[src/rtl/mem_axi_resp.sv]
// mem_axi_resp: data-side memory request responder.
// Turns each accepted valid/addr_ok request into one single-beat AXI4 read
// (AR/R) or write (AW/W/B) and reports completion with a one-cycle data_ok.
// Only one transaction is in flight at a time.
module mem_axi_resp #(
  parameter logic [3:0] AXI_ID = 4'd1
) (
  input  logic        clk,
  input  logic        reset,

  // MEM-stage request side
  input  logic        req_valid,
  input  logic [31:0] req_addr,
  input  logic        req_we,
  input  logic [1:0]  req_size,
  input  logic [3:0]  req_wstrb,
  input  logic [31:0] req_wdata,
  output logic        req_addr_ok,
  output logic        resp_data_ok,
  output logic [31:0] resp_rdata,
  output logic        resp_err,

  // AXI read address
  output logic [3:0]  arid,
  output logic [31:0] araddr,
  output logic [7:0]  arlen,
  output logic [2:0]  arsize,
  output logic [1:0]  arburst,
  output logic        arvalid,
  input  logic        arready,

  // AXI read data
  input  logic [3:0]  rid,
  input  logic [31:0] rdata,
  input  logic [1:0]  rresp,
  input  logic        rlast,
  input  logic        rvalid,
  output logic        rready,

  // AXI write address
  output logic [3:0]  awid,
  output logic [31:0] awaddr,
  output logic [7:0]  awlen,
  output logic [2:0]  awsize,
  output logic [1:0]  awburst,
  output logic        awvalid,
  input  logic        awready,

  // AXI write data
  output logic [31:0] wdata,
  output logic [3:0]  wstrb,
  output logic        wlast,
  output logic        wvalid,
  input  logic        wready,

  // AXI write response
  input  logic [3:0]  bid,
  input  logic [1:0]  bresp,
  input  logic        bvalid,
  output logic        bready
);

  localparam int unsigned ADDR_W = 32;
  localparam int unsigned DATA_W = 32;
  localparam int unsigned STRB_W = 4;
  localparam int unsigned SIZE_W = 2;

  typedef enum logic [2:0] {
    IDLE    = 3'd0,
    RD_ADDR = 3'd1,
    RD_DATA = 3'd2,
    WR_REQ  = 3'd3,
    WR_RESP = 3'd4,
    DONE    = 3'd5
  } state_e;

  state_e              state_q, state_d;
  logic                aw_done_q, aw_done_d;
  logic                w_done_q, w_done_d;

  logic                arvalid_d, rready_d, awvalid_d, wvalid_d, bready_d;
  logic                data_ok_d;
  logic                r_take_c, b_take_c;

  logic [ADDR_W-1:0]   addr_q;
  logic [SIZE_W-1:0]   size_q;
  logic [STRB_W-1:0]   wstrb_q;
  logic [DATA_W-1:0]   wdata_q;

  // rid/rlast/bid carry nothing this block needs: single beat, fixed ID.
  logic                unused_axi_c;
  assign unused_axi_c = ^{rid, rlast, bid};

  // Request accepted only while idle and out of reset.
  assign req_addr_ok = reset & (state_q == IDLE) & req_valid;

  // Fixed single-beat INCR attributes and latched request payload.
  assign arid    = AXI_ID;
  assign awid    = AXI_ID;
  assign arlen   = 8'd0;
  assign awlen   = 8'd0;
  assign arburst = 2'b01;
  assign awburst = 2'b01;
  assign wlast   = 1'b1;
  assign araddr  = addr_q;
  assign awaddr  = addr_q;
  assign arsize  = {1'b0, size_q};
  assign awsize  = {1'b0, size_q};
  assign wdata   = wdata_q;
  assign wstrb   = wstrb_q;

  // Response captures happen only while the matching ready is being driven.
  assign r_take_c = (state_q == RD_DATA) & rvalid;
  assign b_take_c = (state_q == WR_RESP) & bvalid;

  // State and write-channel completion flags.
  always_ff @(posedge clk or negedge reset) begin
    if (!reset) begin
      state_q   <= IDLE;
      aw_done_q <= 1'b0;
      w_done_q  <= 1'b0;
    end else begin
      state_q   <= state_d;
      aw_done_q <= aw_done_d;
      w_done_q  <= w_done_d;
    end
  end

  // Next state, write-channel tracking and next values of the handshake outputs.
  always_comb begin
    state_d   = state_q;
    aw_done_d = aw_done_q;
    w_done_d  = w_done_q;

    case (state_q)
      IDLE: begin
        if (req_valid) begin
          state_d   = req_we ? WR_REQ : RD_ADDR;
          aw_done_d = 1'b0;
          w_done_d  = 1'b0;
        end
      end
      RD_ADDR: begin
        if (arready) state_d = RD_DATA;
      end
      RD_DATA: begin
        if (rvalid) state_d = DONE;
      end
      WR_REQ: begin
        aw_done_d = aw_done_q | (awvalid & awready);
        w_done_d  = w_done_q  | (wvalid & wready);
        if (aw_done_d && w_done_d) begin
          state_d   = WR_RESP;
          aw_done_d = 1'b0;
          w_done_d  = 1'b0;
        end
      end
      WR_RESP: begin
        if (bvalid) state_d = DONE;
      end
      DONE: begin
        state_d = IDLE;
      end
      default: begin
        state_d = IDLE;
      end
    endcase

    arvalid_d = (state_d == RD_ADDR);
    rready_d  = (state_d == RD_DATA);
    awvalid_d = (state_d == WR_REQ) & ~aw_done_d;
    wvalid_d  = (state_d == WR_REQ) & ~w_done_d;
    bready_d  = (state_d == WR_RESP);
    data_ok_d = (state_d == DONE);
  end

  // Registered AXI valid/ready and completion pulse.
  always_ff @(posedge clk or negedge reset) begin
    if (!reset) begin
      arvalid      <= 1'b0;
      rready       <= 1'b0;
      awvalid      <= 1'b0;
      wvalid       <= 1'b0;
      bready       <= 1'b0;
      resp_data_ok <= 1'b0;
    end else begin
      arvalid      <= arvalid_d;
      rready       <= rready_d;
      awvalid      <= awvalid_d;
      wvalid       <= wvalid_d;
      bready       <= bready_d;
      resp_data_ok <= data_ok_d;
    end
  end

  // Request payload latched on accept; held stable for the whole transaction.
  always_ff @(posedge clk or negedge reset) begin
    if (!reset) begin
      addr_q  <= '0;
      size_q  <= '0;
      wstrb_q <= '0;
      wdata_q <= '0;
    end else if (req_addr_ok) begin
      addr_q  <= req_addr;
      size_q  <= req_size;
      wstrb_q <= req_wstrb;
      wdata_q <= req_wdata;
    end
  end

  // Load data and error status captured on the R or B handshake.
  always_ff @(posedge clk or negedge reset) begin
    if (!reset) begin
      resp_rdata <= '0;
      resp_err   <= 1'b0;
    end else if (r_take_c) begin
      resp_rdata <= rdata;
      resp_err   <= (rresp != 2'b00);
    end else if (b_take_c) begin
      resp_err   <= (bresp != 2'b00);
    end
  end

endmodule

[config.mk]
export PLATFORM = sky130hd
export DESIGN_NAME = mem_axi_resp
export DESIGN_NICKNAME = d
export VERILOG_FILES = /design/src/rtl/mem_axi_resp.sv
export SDC_FILE = /design/constraint.sdc
export NUM_CORES = 1
export LEC_CHECK = 0
export ABC_AREA = 1
export BUFFER_PORTS_ARGS = -buffer_cell sky130_fd_sc_hd__buf_2
export CAP_MARGIN = 40
export CORE_MARGIN = 1.5
export CORE_UTILIZATION = 40
export DETAILED_ROUTE_END_ITERATION = 12
export HOLD_SLACK_MARGIN = 0.02
export PLACE_DENSITY = 0.74
export SLEW_MARGIN = 20
export SYNTH_ARGS = -nofsm -noshare
export SYNTH_HDL_FRONTEND = slang
export SYNTH_SLANG_ARGS = --single-unit
[constraint.sdc]
create_clock -name clk -period 1.7 [get_ports clk]
set_clock_uncertainty 0.2 [all_clocks]
set_input_delay 0.34 -clock clk [delete_from_list [all_inputs] [get_ports clk]]
set_output_delay 0.34 -clock clk [all_outputs]
set_load 0.01 [all_outputs]
==> results.sh, run 1 <==
export IMPL_p_sw_mw=4.91
export IMPL_maxSlewHeadroom_pct=58.8
export IMPL_routed_wl_mm=15.4
export IMPL_port_buffers=258
export IMPL_synth_compound_area_share_pct=7.28
export IMPL_max_cap_viol_count=0
export IMPL_cpPeakStageDelay_ns=0.41
export IMPL_vdd_ir_drop_max_mv=0.891
export IMPL_cp_arrival_ns=1.33
export IMPL_gp_congestion=0.800
export IMPL_grt_max_degree=115
export IMPL_drt_iter0_drc=294
export IMPL_start_util_pct=40.8
export IMPL_drt_pass1_iterations=4
export IMPL_synth_simple_area_share_pct=14.4
export IMPL_crit_chain="nor2_4 > nand2_4 > nor2_4 > buf_6"
export IMPL_p_int_mw=9.16
export IMPL_rsz0062_at_grt="yes"
export IMPL_synth_fa_ha_area_share_pct=0
export IMPL_ys_seq_area_share_pct=55.9
export IMPL_synth_xor_area_share_pct=0
export IMPL_cts_tree="built"
export IMPL_vias=4726
export IMPL_layout_min_cycle_time_ns=1.87
export IMPL_tightest_slew_ns=0.617
export IMPL_setup_violations_final=1
export IMPL_maxSlewViolCount=0
export IMPL_grtUsageTotal_pct=22.6
export IMPL_endpoint_kind="primary output"
export IMPL_grt_pass1_vias=4690
export IMPL_p_leak_nw=4.40
export IMPL_fill_cells=978
export IMPL_ys_warn_count=0
export IMPL_drive_gt1_share_pct=41.4
export IMPL_worstPathRequired_ns=1.16
export IMPL_yosys_register_bits=114
export IMPL_synth_top_family_by_area="simple AND/OR/NAND/NOR gates"
export IMPL_worst_r2r_path_depth=6
export IMPL_p_seq_share_pct=33.6
export IMPL_start_kind="flip-flop"
export IMPL_ant_nets=0
export IMPL_cts_buffers_inserted=17
export IMPL_htree_levels=4
export IMPL_critPathSlowestCell="dfrtp_1"
export IMPL_clock_path_buffers=2
export IMPL_viasPerCell=4.58
export IMPL_root_buffer="clkbuf_16"
export IMPL_grt_pass1_wl_mm=23.0
export IMPL_p_clk_share_pct=27.0
export IMPL_combPwrFrac_pct=39.3
export IMPL_syn_inst=503
export IMPL_io_pins=299
export IMPL_min_path_type="input port to flip-flop"
export IMPL_ys_flop_type="dfrtp_1"
export IMPL_synth_cell_area_um2=5100
export IMPL_rows=41
export IMPL_drc=0
export IMPL_synth_edf_count=0
export IMPL_fin_util_pct=64.0
export IMPL_numClockSinks=114
export IMPL_worst_slack_ns=-0.167
export IMPL_failed_checks="negative setup slack"
export IMPL_power_density_nw_per_um2=1760
export IMPL_max_freq_mhz=536
export IMPL_die_y_um=116
export IMPL_hold_viol=0
export IMPL_wl_per_cell_um=14.9
export IMPL_area_growth_synth_to_final_pct=57.1
export IMPL_status="finished with violations"
export IMPL_crit_type="flip-flop to primary output"
export IMPL_cts_clk_slew_worst_paths_ns=0.05
export IMPL_hold_slack_ns=0.0543
export IMPL_dp_hpwl_mm=8.98
export IMPL_min_period_over_period_pct=110
export IMPL_worstPathMaxFanout=2
export IMPL_synthArstFlopShare_pct=100
export IMPL_finalNetCount=971
export IMPL_hold_depth=3
export IMPL_syn_area_per_cell_um2=10.1
export IMPL_dieArea_um2=13400
export IMPL_p_sw_share_pct=34.9
export IMPL_coreArea_um2=12500
export IMPL_p_total_mw=14.1
export IMPL_setup_tns_ns=-0.167
export IMPL_clkLatencyLatePin_ns=0.41
export IMPL_crit_path_frequent_cell="nor2_4"
export IMPL_antenna_found_initial=0
export IMPL_fp_dieW_um=116
export IMPL_synthMuxAreaShare_pct=9.12
export IMPL_grt_overflow_total=0
export IMPL_synth_cell_types=19
[cells in the final DEF, fill, tap and decap left out, types with 5 or more instances in the layout]
cell type,Yosys,final
buf_2,0,256
nand2_1,154,153
dfrtp_1,114,113
dlygate4sd3_1,0,104
o21ai_0,73,67
conb_1,2,31
mux2_4,28,28
buf_4,72,18
clkbuf_16,0,17
inv_1,10,9
nor2_1,10,8
o21ai_1,0,6
nand4_1,5,5
nor2_4,3,5
bufinv_16,0,5
[final timing paths]
check,end,slack (ns),from
min reg2reg,wdata[9]$_DFFE_PN0P_,0.29,wdata[9]$_DFFE_PN0P_
min,rready$_DFF_PN0_,0.05,arready
max in group asynchronous,wdata[2]$_DFFE_PN0P_,0.37,reset
min in group asynchronous,araddr[15]$_DFFE_PN0P_,0.46,reset
max reg2reg,araddr[22]$_DFFE_PN0P_,0.07,state_q[2]$_DFF_PN0_
max,req_addr_ok,-0.17,state_q[2]$_DFF_PN0_
[critical path: cells and delay by family, from the launching register on]
kind / cells / cell delay (ns)
flops: 1 / 0.41
simple gates: 3 / 0.38
buf+inv: 1 / 0.13
[registers in the layout (all words and copies together) (netlist names), 2 cells and up]
register and count:
araddr 32, resp_rdata 32, state_q 3, wdata 32, size_q 2, wstrb 4
[power groups by stage]
stage | combinational [mW] | sequential (mW) | clock (mW)
after floorplan | 2.75 | 5.27 | 0
after global placement | 4.97 | 4.70 | 0
after detailed placement | 5.06 | 4.73 | 0
after CTS | 5.40 | 4.69 | 3.86
after global routing | 6.06 | 4.88 | 4.00
final | 5.53 | 4.73 | 3.81
[logic make-up after synthesis]
kind of cell    count (synthesis)
compound gates                 74
simple gates                  180
flops                         114
buf+inv                       101
mux                            32
other cells                     2
[cells in the mapped netlist, types with 2 or more instances]
| master | count | area share, % |
|---|---|---|
| nor2_1 | 10 | 0.74 |
| inv_1 | 10 | 0.74 |
| conb_1 | 2 | 0.15 |
| nand3_1 | 5 | 0.49 |
| buf_6 | 3 | 0.66 |
| nor2_4 | 3 | 0.66 |
| mux2_2 | 4 | 0.88 |
| clkbuf_1 | 14 | 1.0 |
| dfrtp_1 | 114 | 56 |
| o21ai_0 | 73 | 7.2 |
| mux2_4 | 28 | 8.2 |
| buf_4 | 72 | 11 |
| nand4_1 | 5 | 0.61 |
| nand2_4 | 2 | 0.44 |
| nand2_1 | 154 | 11 |
[per-stage QoR]
stage / std cells / instance area, um2 / worst slack [ns]
after floorplan: 532 / 5210 / 0.0973
after CTS: 1030 / 7980 / -0.233
after global placement: 889 / 6240 / -0.0434
final: 1032 / 8020 / -0.167
after detailed placement: 889 / 6240 / -0.0293
after global routing: 1031 / 8010 / -0.231
[cell type report]
cell class / instances / area (um2) / area share [%]
Multi-Input combinational cell: 317 / 1710 / 21.3
Inverter: 12 / 45.0 / 0.562
Sequential cell: 114 / 2850 / 35.6
Antenna cell: 1 / 2.50 / 0.0312
Tap cell: 172 / 215 / 2.68
Clock inverter: 11 / 185 / 2.31
Clock buffer: 20 / 447 / 5.57
Timing Repair Buffer: 385 / 2560 / 31.9
[routing by layer]
layer,part of all wire [%],track usage (%),up-vias,wire length (um)
li1,-,-,2212,-
met1,37,24.9,2246,5740
met4,2.7,11.3,0,417
met3,8.3,6.64,36,1290
met2,52,39.7,232,7960
met5,0,0,-,0
[what timing repair did]
| item | 4_1_cts | 5_1_grt |
|---|---|---|
| pin swaps | 3 | 3 |
| hold endpoints to repair | 217 | 0 |
| buffers inserted | 6 | 1 |
| setup endpoints to repair | 48 | 103 |
| gates resized for setup | 6 | 14 |
| hold buffers | 104 | 0 |
No activity file was read; power rests on OpenSTA's default activity.
==> run 2, diff against run 1 <==
CORE_ASPECT_RATIO = 0.6   (was unset)
==> results.sh, run 2 (synthesis results as in run 1) <==
export IMPL_hold_viol=0
export IMPL_power_density_nw_per_um2=1730
export IMPL_endpoint_kind="primary output"
export IMPL_failed_checks="negative setup slack"
export IMPL_reg2reg_from="state_q[2]$_DFF_PN0_"
export IMPL_worstPathMaxFanout=3
export IMPL_area_growth_synth_to_final_pct=55.8
export IMPL_stdcell_count=1019
export IMPL_grt_pass1_wl_mm=23.6
export IMPL_setup_violations_final=1
export IMPL_clock_path_buffers=2
export IMPL_cts_clk_slew_worst_paths_ns=0.06
export IMPL_p_clk_share_pct=26.1
export IMPL_layout_min_cycle_time_ns=1.83
export IMPL_cp_startpoint="state_q[1]$_DFF_PN0_"
export IMPL_preCtsSetupSlack_ns=-0.0941
export IMPL_drt_iter0_drc=214
export IMPL_io_pins=299
export IMPL_min_period_over_period_pct=107
export IMPL_status="finished with violations"
export IMPL_cts_tree="built"
export IMPL_cpPeakStageDelay_ns=0.41
export IMPL_max_cap_viol_count=0
export IMPL_rsz0062_at_grt="yes"
export IMPL_grt_overflow_total=0
export IMPL_grtUsageTotal_pct=22.6
export IMPL_dieArea_um2=13500
export IMPL_max_freq_mhz=548
export IMPL_p_leak_nw=4.37
export IMPL_antenna_found_initial=0
export IMPL_numClockSinks=114
export IMPL_coreArea_um2=12300
export IMPL_clkLatencyLatePin_ns=0.39
export IMPL_crit_chain="nor2_4 > nand2_4 > nor2_4 > buf_6"
export IMPL_start_kind="flip-flop"
export IMPL_routed_wl_mm=15.0
export IMPL_start_util_pct=41.6
export IMPL_crit_type="flip-flop to primary output"
export IMPL_p_sw_mw=4.94
export IMPL_port_buffers=258
export IMPL_grt_max_degree=115
export IMPL_cp_arrival_ns=1.29
export IMPL_tightest_slew_ns=0.629
export IMPL_maxSlewViolCount=0
export IMPL_p_int_mw=8.86
export IMPL_wl_per_cell_um=14.7
export IMPL_root_buffer="clkbuf_16"
export IMPL_insertedDiodeCount=0
export IMPL_min_path_type="input port to flip-flop"
export IMPL_die_y_um=90.5
export IMPL_cts_buffers_inserted=17
export IMPL_critPathSlowestCell="dfrtp_1"
export IMPL_gp_congestion=0.837
export IMPL_hold_start="bvalid"
export IMPL_layout_common_cells="buf_2, nand2_1, dfrtp_1"
export IMPL_viasPerCell=4.48
export IMPL_combPwrFrac_pct=39.6
export IMPL_finalNetCount=965
export IMPL_vdd_ir_drop_max_mv=0.854
export IMPL_rows=31
export IMPL_dp_hpwl_mm=9.27
export IMPL_vias=4566
export IMPL_post_place_cells=881
export IMPL_crit_path_frequent_cell="nor2_4"
export IMPL_drt_pass1_iterations=4
export IMPL_drive_gt1_share_pct=41.3
export IMPL_fp_dieW_um=149
export IMPL_grt_pass1_vias=4656
export IMPL_worst_slack_ns=-0.126
export IMPL_htree_levels=4
export IMPL_drc=0
export IMPL_p_sw_share_pct=35.8
export IMPL_layout_commonest_cell="buf_2"
export IMPL_p_seq_share_pct=34.3
export IMPL_ant_nets=0
export IMPL_worstPathRequired_ns=1.16
export IMPL_maxSlewHeadroom_pct=58.1
## run 2: changes by cell type in the layout (fill, tap and decap cells not counted), sizes merged
cell         delta
inv             +1
bufinv          -2
clkbuf          +1
clkinv          +1
buf             -6
clkinvlp        +1
dlygate4sd3     -1
diode           -1
## run 2: area by class of cell
type	count	area (um2)
Sequential cell	114	2850
Inverter	12	45.0
Fill cell	962	4300
Timing Repair Buffer	379	2540
Multi-Input combinational cell	317	1710
Clock buffer	20	447
Tap cell	165	206
Clock inverter	12	158
## run 2: path summary, 6_finish.rpt
path,endpoint,slack (ns),cells after the start
max in group asynchronous,resp_rdata[21]$_DFFE_PN0P_,0.36,3
max,req_addr_ok,-0.13,4
max reg2reg,wvalid$_DFF_PN0_,0.03,6
min,resp_data_ok$_DFF_PN0_,0.06,3
min in group asynchronous,wdata[0]$_DFFE_PN0P_,0.41,3
min reg2reg,wdata[9]$_DFFE_PN0P_,0.29,2
## run 2: what timing repair did
action	4_1_cts	5_1_grt
setup buffers	2	0
pin swaps	4	1
resized for setup	6	4
cloned	0	1
hold buffers	103	0
endpoints found under the hold margin	216	0
endpoints found under the setup margin	3	34
## run 2: critical path: cells and delay by family, from the launching register on
kind	cells	cell delay (ns)
buf+inv	1	0.13
simple gates	3	0.35
flops	1	0.41
## run 2: power groups by stage
stage	clock [mW]	sequential [mW]	combinational (mW)
2_1_floorplan	0	5.27	2.75
3_3_place_gp	0	4.69	5.04
3_5_place_dp	0	4.72	5.14
4_1_cts	3.67	4.71	5.39
5_1_grt	3.84	4.89	5.96
6_report	3.60	4.73	5.47
## run 2: routing by layer
| metal | up-vias | wire length (um) | track usage (%) |
|---|---|---|---|
| li1 | 2202 | - | - |
| met1 | 2140 | 6670 | 28.9 |
| met2 | 199 | 7070 | 36.5 |
| met3 | 25 | 1010 | 7.12 |
| met4 | 0 | 242 | 7.10 |
| met5 | - | 0 | 0 |
## run 2: per-stage QoR
stage	util, %	hold WS, ns	setup TNS (ns)	instance area [um2]	total power [mW]
2_1_floorplan	-	-0.156	0	5210	8.02
3_3_place_gp	51.0	0.278	-0.386	6250	9.73
3_5_place_dp	51.0	0.283	-0.231	6250	9.86
4_1_cts	64.6	0.0348	-0.202	7920	13.8
5_1_grt	64.9	0.0431	-0.621	7950	14.7
6_report	64.9	0.0552	-0.126	7950	13.8
==> run 3, diff against run 2 <==
CORE_UTILIZATION = 44   (was 40)
PLACE_DENSITY = 0.81   (was 0.74)
==> results.sh, run 3 (synthesis results as in run 1) <==
export IMPL_rows=30
export IMPL_fin_util_pct=71.6
export IMPL_vias=4794
export IMPL_cts_buffers_inserted=17
export IMPL_drc=0
export IMPL_port_buffers=258
export IMPL_start_kind="flip-flop"
export IMPL_place_area_um2=6210
export IMPL_drive_gt1_share_pct=42.8
export IMPL_min_path_type="input port to flip-flop"
export IMPL_grt_pass1_wl_mm=23.5
export IMPL_worst_slack_ns=-0.154
export IMPL_failed_checks="negative setup slack"
export IMPL_gp_congestion=0.792
export IMPL_fp_dieW_um=142
export IMPL_area_growth_synth_to_final_pct=58.4
export IMPL_clock_path_buffers=2
export IMPL_status="finished with violations"
export IMPL_crit_type="flip-flop to primary output"
export IMPL_layout_common_cells="buf_2, nand2_1, dfrtp_1"
export IMPL_grtUsageTotal_pct=24.7
export IMPL_min_period_over_period_pct=109
export IMPL_worstPathMaxFanout=2
export IMPL_die_y_um=86.4
export IMPL_fill_cells=764
export IMPL_grt_overflow_total=0
export IMPL_dieArea_um2=12300
export IMPL_cp_arrival_ns=1.31
export IMPL_finalNetCount=972
export IMPL_vdd_ir_drop_max_mv=0.839
export IMPL_drt_iter0_drc=202
export IMPL_max_cap_viol_count=0
export IMPL_max_freq_mhz=540
export IMPL_p_leak_nw=4.44
export IMPL_setup_tns_ns=-0.154
export IMPL_endpoint_kind="primary output"
export IMPL_grt_pass1_vias=4746
export IMPL_final_cell_area_um2=8080
export IMPL_maxSlewHeadroom_pct=59.7
export IMPL_drt_pass1_iterations=4
export IMPL_worstPathRequired_ns=1.16
export IMPL_maxSlewViolCount=0
export IMPL_insertedDiodeCount=0
export IMPL_rsz0062_at_grt="yes"
export IMPL_multiInputGateArea_um2=1760
export IMPL_seq_area_um2=2850
export IMPL_tightest_slew_ns=0.605
export IMPL_p_total_mw=14.3
export IMPL_hold_viol=0
export IMPL_cts_clk_slew_worst_paths_ns=0.05
export IMPL_numClockSinks=114
export IMPL_cts_tree="built"
export IMPL_root_buffer="clkbuf_16"
export IMPL_start_util_pct=45.2
export IMPL_layout_commonest_cell="buf_2"
export IMPL_wl_per_cell_um=15.5
export IMPL_coreArea_um2=11300
export IMPL_viasPerCell=4.70
export IMPL_power_density_nw_per_um2=1760
export IMPL_grt_max_degree=115
export IMPL_dp_hpwl_mm=8.90
export IMPL_layout_min_cycle_time_ns=1.85
export IMPL_ant_nets=0
export IMPL_routed_wl_mm=15.8
export IMPL_io_pins=299
export IMPL_htree_levels=4
export IMPL_antenna_found_initial=0
export IMPL_setup_violations_final=1
export IMPL_hold_slack_ns=0.0554
export IMPL_clkLatencyLatePin_ns=0.39
## run 3: changes by cell type in the layout (fill, tap and decap cells not counted), sizes merged
cell / change
clkbuf: +3
inv: -1
clkinv: -1
buf: +6
clkinvlp: -1
## run 3: through the flow
stage | setup slack, ns | std cells
floorplan | 0.0973 | 532
global placement | 0.0256 | 874
detailed placement | 0.0117 | 874
CTS | -0.179 | 1013
global route | -0.214 | 1020
finish | -0.154 | 1020
## run 3: path summary, 6_finish.rpt
check                                     start                         end  slack [ns]  cells after the start
max                        state_q[0]$_DFF_PN0_                 req_addr_ok       -0.15                      4
max in group asynchronous                 reset       wdata[14]$_DFFE_PN0P_        0.39                      3
min                                      rvalid            rready$_DFF_PN0_        0.06                      4
min reg2reg                wstrb[2]$_DFFE_PN0P_        wstrb[2]$_DFFE_PN0P_        0.28                      2
max reg2reg                state_q[0]$_DFF_PN0_       wdata[14]$_DFFE_PN0P_        0.02                      7
min in group asynchronous                 reset  resp_rdata[27]$_DFFE_PN0P_        0.46                      3
## run 3: final cells by class
class                   instances  area share [%]
well taps                     160            2.48
clock buffers                  22            5.99
multi-input cells             317            21.7
clock inverters                 9            1.59
inverters                      12           0.557
repair buffers                386            32.4
flip-flops and latches        114            35.3
## run 3: where the power goes
part,leakage (nW),internal (mW),switching [mW],total (mW)
Combinational,2.72,2.71,3.15,5.86
Sequential,1.42,3.99,0.768,4.76
Clock,0.298,2.45,1.19,3.64
Total,4.44,9.15,5.11,14.3
## run 3: metal layers
metal	global-route usage, %	up-vias	routed length (um)	share of wire, %
met1	29.3	2325	6470	41
met4	9.84	0	292	1.8
li1	-	2216	-	-
met5	0	-	0	0
met2	43.5	226	7950	50
met3	6.57	27	1110	7.0
## run 3: worst max-delay path, stage by stage (launching register included)
cell	delay (ns)
dfrtp_1	0.41
nor2_4	0.15
nand2_4	0.07
nor2_4	0.16
buf_6	0.13
## run 3: repair_timing
action                     CTS  global route
setup endpoints to repair    1           100
resized for setup            5            48
hold endpoints to repair   216             0
pin swaps                    4             7
cloned                       0             2
setup buffers                5             5
hold buffers               103             0
